File: src/rtl/inst_fetch.sv
// Fetch stage: PC, instruction register and next-PC selection,
// with a RUN/HALT/FAULT machine that freezes fetch.
module inst_fetch #(
  parameter logic [31:0] RESET_PC  = 32'h0000_0000,
  parameter int          MEM_BYTES = 301,
  parameter logic [5:0]  HALT_OP   = 6'b111111
) (
  input  logic        CLK,
  input  logic        Reset,
  input  logic        PCWre,
  input  logic        IRWre,
  input  logic [1:0]  PCSrc,
  input  logic [31:0] Imm32,
  input  logic [31:0] JrAddr,
  input  logic [31:0] IDataOut,
  output logic [31:0] IAddr,
  output logic        RW,
  output logic [31:0] PC,
  output logic [31:0] PC4,
  output logic [31:0] IR,
  output logic [5:0]  op,
  output logic [4:0]  rs,
  output logic [4:0]  rt,
  output logic [4:0]  rd,
  output logic [4:0]  sa,
  output logic [5:0]  funct,
  output logic [15:0] imm16,
  output logic [25:0] addr26,
  output logic        Halted,
  output logic        Fault,
  output logic [31:0] FaultAddr,
  output logic [31:0] InstCount
);

  // Last byte address at which a whole word still fits.
  localparam logic [31:0] LAST = 32'(MEM_BYTES - 4);

  typedef enum logic [1:0] {
    S_RUN,
    S_HALT,
    S_FAULT
  } state_t;

  state_t      r_state;
  logic [31:0] r_pc;
  logic [31:0] r_ir;
  logic [31:0] r_fault_addr;
  logic [31:0] r_count;

  logic [31:0] w_pc4;
  logic [31:0] w_next;
  logic        w_legal;
  logic        w_run;
  logic        w_bad_jump;
  logic        w_halt_op;

  assign w_pc4 = r_pc + 32'd4;

  // Next-PC mux; the jump form uses the latched IR, not the bus.
  always_comb begin
    w_next = w_pc4;
    unique case (PCSrc)
      2'b00: w_next = w_pc4;
      2'b01: w_next = w_pc4 + {Imm32[29:0], 2'b00};
      2'b10: w_next = {w_pc4[31:28], r_ir[25:0], 2'b00};
      2'b11: w_next = JrAddr;
      default: w_next = w_pc4;
    endcase
  end

  assign w_legal    = (w_next[1:0] == 2'b00) && (w_next <= LAST);
  assign w_run      = (r_state == S_RUN);
  assign w_bad_jump = w_run && PCWre && !w_legal;
  assign w_halt_op  = IDataOut[31:26] == HALT_OP;

  // PC, IR, counters and state; a bad target beats a halt opcode.
  always_ff @(posedge CLK) begin
    if (Reset) begin
      r_state      <= S_RUN;
      r_pc         <= RESET_PC;
      r_ir         <= 32'd0;
      r_fault_addr <= 32'd0;
      r_count      <= 32'd0;
    end else if (w_run) begin
      if (IRWre) begin
        r_ir    <= IDataOut;
        r_count <= r_count + 32'd1;
      end
      if (PCWre && w_legal)
        r_pc <= w_next;
      if (w_bad_jump) begin
        r_fault_addr <= w_next;
        r_state      <= S_FAULT;
      end else if (IRWre && w_halt_op) begin
        r_state <= S_HALT;
      end
    end
  end

  assign IAddr     = r_pc;
  assign PC        = r_pc;
  assign PC4       = w_pc4;
  assign IR        = r_ir;
  assign op        = r_ir[31:26];
  assign rs        = r_ir[25:21];
  assign rt        = r_ir[20:16];
  assign rd        = r_ir[15:11];
  assign sa        = r_ir[10:6];
  assign funct     = r_ir[5:0];
  assign imm16     = r_ir[15:0];
  assign addr26    = r_ir[25:0];
  assign RW        = w_run;
  assign Halted    = (r_state == S_HALT);
  assign Fault     = (r_state == S_FAULT);
  assign FaultAddr = r_fault_addr;
  assign InstCount = r_count;

endmodule
File: config.mk
export PLATFORM = sky130hd
export DESIGN_NAME = inst_fetch
export DESIGN_NICKNAME = d
export VERILOG_FILES = /design/src/rtl/inst_fetch.sv
export SDC_FILE = /design/constraint.sdc
export NUM_CORES = 1
export LEC_CHECK = 0
export ABC_CLOCK_PERIOD_IN_PS = 6800
export CAP_MARGIN = 25
export CORE_ASPECT_RATIO = 1.75
export CORE_MARGIN = 3
export CORE_UTILIZATION = 40
export CTS_CLUSTER_SIZE = 10
export DETAILED_ROUTE_END_ITERATION = 10
export PLACE_DENSITY = 0.82
export SYNTH_ARGS = -nofsm -noshare
export SYNTH_HDL_FRONTEND = slang
export SYNTH_SLANG_ARGS = --single-unit
File: constraint.sdc
create_clock -name CLK -period 6.8 [get_ports CLK]
set_clock_uncertainty 0.15 [all_clocks]
set_input_delay 1.02 -clock CLK [delete_from_list [all_inputs] [get_ports CLK]]
set_output_delay 1.02 -clock CLK [all_outputs]
set_load 0.02 [all_outputs]
Yosys cells after proc, flatten, opt, wreduce, memory -nomap -nowiden
Cells that the tools add are included.
{"block": "classes", "n_addsub": 3, "magnitude_cmp": 1, "eq_ne": 6, "n_mux": 3, "n_reduce_logical": 14}
{"operator": "one-hot mux 32 bit (4 select lines)", "n": 1}
{"operator": "adder 32 x 1 -> 32 bit (second input constant)", "n": 1}
{"operator": "adder 32 x 3 -> 32 bit (second input constant)", "n": 1}
{"operator": "adder 32 bit", "n": 1}
{"operator": "<= comparator 32 x 9 -> 1 bit (second input constant)", "n": 1}
{"operator": "AND reduction 2 bit", "n": 4}
{"operator": "== test 2 bit (second input constant)", "n": 3}
{"operator": "== test 6 bit (second input constant)", "n": 1}
{"operator": "logical NOT 2 bit", "n": 3}
{"operator": "logical AND 1 bit", "n": 5}
{"operator": "== test 2 x 1 -> 1 bit (second input constant)", "n": 2}
{"operator": "2-to-1 mux 2 bit", "n": 2}
{"operator": "nonzero test 2 bit", "n": 1}
{"operator": "logical NOT 1 bit", "n": 1}
{"block": "word_totals", "reg_bits": 130, "output_inout_bits": 269}

Depth between registers and ports, before layout
{"block": "logic_depth", "ltp_word": 9, "ltp_mapped": 19}

Least setup slack after synthesis
Ideal clock, no wire load.
{"block": "synth_timing", "path_type": "flip-flop to flip-flop", "startpoint": "reg r_pc[16] (netlist: IAddr[16])", "endpoint": "reg r_fault_addr[2] (netlist: FaultAddr[2])", "t_arrival_ps": 4704, "required_ps": 6578, "setup_slack_ps": 1874, "path_stages_with_launch": 17, "path_buffers": 2, "synth_period_minus_slack_ps": 4926, "path_cell_list": "dfxtp_1 > nand4_2 > or3_1 > buf_2 > nor3_1 > xor2_1 > ha_1 > clkbuf_1 > a21o_1 > a31o_2 > a221o_1 > or3_1 > o211ai_1 > nor3b_1 > o211ai_2 > o21ai_4 > mux2i_1"}
{"block": "synth_between", "elab_chain_cells": 8}
{"item": "start, declared", "line": "45", "rtl": "logic [31:0] r_pc;"}
{"item": "start signal, assigned", "line": "90", "rtl": "r_pc <= w_next;"}
{"item": "adder 32 x 3 -> 32 bit *", "line": "57", "rtl": "assign w_pc4 = r_pc + 32'd4;"}
{"item": "via PC4[27]", "line": "19", "rtl": "output logic [31:0] PC4,"}
{"item": "adder 32 bit", "line": "64", "rtl": "2'b01: w_next = w_pc4 + {Imm32[29:0], 2'b00};"}
{"item": "one-hot mux 32 bit (4 select lines) *", "line": "62", "rtl": "unique case (PCSrc)"}
{"item": "<= comparator 32 x 9 -> 1 bit *", "line": "71", "rtl": "assign w_legal = (w_next[1:0] == 2'b00) && (w_next <= LAST);"}
{"item": "logical AND 1 bit *", "line": "71"}
{"item": "logical NOT 1 bit *", "line": "73", "rtl": "assign w_bad_jump = w_run && PCWre && !w_legal;"}
{"item": "logical AND 1 bit *", "line": "73"}
{"item": "AND reduction 2 bit (no line) *"}
{"item": "end signal, assigned", "line": "92", "rtl": "r_fault_addr <= w_next;"}
{"item": "end, declared", "line": "47", "rtl": "logic [31:0] r_fault_addr;"}
The timed path passes the listed nets; every way through them passes the cells marked *.
A chain may end at the register's enable or synchronous reset.

Worst setup path after layout
{"block": "layout_timing", "startpoint": "reg r_pc[8] (netlist: IAddr[8])", "endpoint": "reg r_fault_addr[2] (netlist: FaultAddr[2])"}
{"block": "layout_between", "elab_chain_cells": 8}
{"item": "adder 32 x 3 -> 32 bit *", "line": "57"}
{"item": "adder 32 bit", "line": "64"}
{"item": "one-hot mux 32 bit (4 select lines) *", "line": "62"}
{"item": "<= comparator 32 x 9 -> 1 bit *", "line": "71"}
{"item": "logical AND 1 bit *", "line": "71"}
{"item": "logical NOT 1 bit *", "line": "73"}
{"item": "logical AND 1 bit *", "line": "73"}
{"item": "AND reduction 2 bit (no line) *"}
Every way passes the cells marked *; elsewhere a longest branch is shown, timed or not.

==> metrics list <==
- Number of buffers created by CTS: 17
* Multi-input gate area: ~5300 um^2
- Of the available clock period, the critical path in the final layout requires 0.881.
* Flop2flop setup slack: 0.81 ns
- Using the TritonRoute via totals, the vias-per-cell ratio works out to 5.56.
- Post-synth top area share: 0.288
- Max Transition Viols Final: 0
* Largest area contributor in the netlist: dfxtp_1
- RSZ-0062 raised after global routing: false
- Worst endpoint required time: 7.01 ns
- Gr ovfl total: 0
- Counting instances in the post-synthesis netlist gives the leading cell types as 189 x nand2_1, 130 x dfxtp_1, 108 x buf_4.
- CTS tree: done
- Of the total power, registers draw 0.371.
- Of the total power, the share spent switching nets is 0.289.
- Clock-pin slew reported for the worst setup and hold paths after clock tree synthesis: approximately 0.06 ns
- Outcome: finished clean
* Share of power burned in the clock network: 0.427
- Pin count of the biggest net entering global routing: 74
* # fillers: about 2100
- Measured along the x axis, the die boundary spans between 100 and 150 um.
* DRC errors left: 0
- Sw Pwr: 0.638 mW
- The fraction of the mapped netlist area in compound gates was 0.161.
* Wire length of the first global-routing pass: 54400 um
* Number of distinct standard cells referenced by the synthesized netlist: 83
- Number of DRC violations after detailed-routing iteration 0: just under 700
* Flip-flop and latch count after synthesis: 130
- The initial antenna violation count came to 1.
- Internal Pwr Total: 1.57 mW
- Class of the most critical hold timing path: flop to flop
* Max FO, Critical Path: 11
* Clock root cell: clkbuf_16
* Clock Sinks: 130
* Number of warnings reported in the yosys synthesis log: 0
* Data arrival time of the critical path: 6.20 ns
- Dominant combinational cell family by area after synthesis: simple AND/OR/NAND/NOR gates
- The H-tree was split into 4 levels.
- Final wirelength: ~37000 um
- The number of global-route vias before repair came to 9250.
- Remaining antenna violation count: 0
- For this run, the post-layout net count is approximately 1500.
* Final GP Congestion: 0.994
- The final route contains 9418 vias.
* Maximum number of buffers from clock root to sink: 2
* Post-CTS sizing: 0
* Synthesized-area fraction occupied by adder cells: 0.0480
- Yosys mapped a number of flops with a built-in enable equal to 0.
- In this run the static leakage power is 4.77 nW.
- Max Cap Viol: 0
- The worst path meets setup with 0.812 ns of slack.
- Synthesized cell area: 9020 um^2
- Io pins: 371
- # hold bufs at CTS: 0
- In the final layout, the share of cells above drive strength 1 is 0.0608.
- Number of instances in the synthesized netlist: 1147
* Area of placed instances: 12100 um^2
- Total Neg Setup Slack: 0 ns
- Most frequently used cell type in the post-synthesis netlist: nand2_1
* Post-placement worst setup slack: roughly 0.99 ns
- Initial standard-cell utilization of the core: 0.407
- STA classifies the critical path endpoint as a flop.
- Number of placement rows: slightly above 70
- After routing the design area is about 13000 um^2.
* Total of endpoints with negative setup slack in the final report: 0
- Total power divided by cell area: 174 nW/um^2
- Layout Area Growth over Synthesis: 41.2%
* Worst VDD drop: 0.187 mV
- The count of buffers added on input and output ports is 368.
* Detail-routed net length per standard cell: 21.8 um
- Summing internal, switching and leakage power gives about 2.2 mW.
* Logic pwr share: 0.202
* Xor and xnor area share after synthesis: 0.0600
* Mapped Avg Cell Area: a little under 8 um^2
- Timing would allow up to around 170 MHz.
* Setup bufs post-CTS: 0
* Hold violation total from the final report: 0
* Antenna cells: 0
- Detailed-router iteration count before antenna repair: 8
- Multiplexer area fraction after synthesis: 0.0641
- Worst slew margin: 0.355
* Vertical die dimension: 205 um
- Part of the Yosys area used for sequential elements: 0.288
* Startpoint Class: flop
* Post-synthesis simple-gate area fraction: 0.257
- The number of nets in the synthesized netlist is approximately 1300.
* Most used flip-flop cell after synthesis: dfxtp_1
- The die covers 24500 um^2.
- Asr flop ratio synth: 0
* Floorplan core area: 22200 um^2
- Final HPWL from detailed placement: 29300 um
- Final min period: between 5 and 6 ns
* Overall global routing resource usage: 0.290
* Crit Path Category: flop to flop
- Summing all flip-flop and latch instances after layout gives roughly 2600 um^2.
- Clock latency on the worst-skew pair: between 0.4 and 0.5 ns
- Synth area leaders: dfxtp_1 29%, buf_4 9.0%, nand2_1 7.9%
* Worst-Margin Slew: 0.958 ns
cells in the final DEF, fill, tap and decap left out, types with 15 or more instances in the layout:
cell / count
xor2_1: 29
nor4_1: 19
mux2i_1: 33
xnor2_1: 31
clkdlybuf4s50_1: 366
nor2_1: 83
nand3_1: 34
clkbuf_16: 17
and2_1: 30
dfxtp_1: 130
buf_4: 16
a21oi_1: 78
o21ai_0: 41
nor3_1: 15
nand2_1: 189
ha_1: 33
nand4_1: 29
logic make-up after synthesis:
logic type,count (synthesis)
AND/OR/NAND/NOR,475
AO/OA/AOI/OAI,220
buffers and inverters,179
flip-flops,130
XOR/XNOR,61
multiplexers,48
adder cells (fa/ha/maj),34
power groups by stage:
stage / Sequential (mW) / Clock, mW / Combinational (mW)
after floorplan: 0.854 / 0 / 0.232
after CTS: 0.819 / 0.955 / 0.447
after global routing: 0.822 / 0.986 / 0.473
after detailed placement: 0.835 / 0 / 0.445
final: 0.819 / 0.944 / 0.447
after global placement: 0.834 / 0 / 0.442
critical path: stages, from the launching register on:
cell	delay [ns]
dfxtp_1	0.49
nand4_1	0.32
nor4_1	0.64
nand3_1	0.18
xnor2_1	0.63
ha_1	0.48
a21oi_1	0.24
o21ai_0	0.16
a21oi_1	0.14
o31ai_1	0.10
xor2_1	0.19
a2111oi_0	0.86
and4bb_2	0.45
o211ai_2	0.24
o21ai_4	0.41
mux2i_1	0.23
sequential cells by signal, indices dropped and copies added, names as in the netlist:
signal and count:
FaultAddr 32, IAddr 32, IR 32, InstCount 32, r_state 2
metal layers:
metal	up-vias	share of wire	global-route usage
met5	-	0.00024	0
met4	2	0.055	0.160
met3	83	0.077	0.0644
met2	471	0.52	0.535
met1	4428	0.35	0.301
li1	4434	-	-
final timing paths:
path,cells after the start,startpoint,endpoint
worst max register to register,15,IAddr[8],FaultAddr[2]
worst min-delay path,2,FaultAddr[29],FaultAddr[29]
worst min register to register,2,FaultAddr[29],FaultAddr[29]
worst max-delay path,15,IAddr[8],FaultAddr[2]
layout make-up:
class | count | area share
clock buffer | 20 | 0.0343
clock inverter | 11 | 0.0121
inverter | 15 | 0.00442
multi-input combinational | 838 | 0.418
sequential | 130 | 0.204
tap | 296 | 0.0291
timing repair buffer | 384 | 0.298
stage by stage:
stage               hold WS (ns)  std cells  utilization
floorplan                  0.350       1147            -
finish                     0.308       1694        0.575
detailed placement         0.301       1663        0.548
global route               0.329       1694        0.575
global placement           0.291       1663        0.548
CTS                        0.310       1694        0.575
Power figures use the tool's default switching activity.
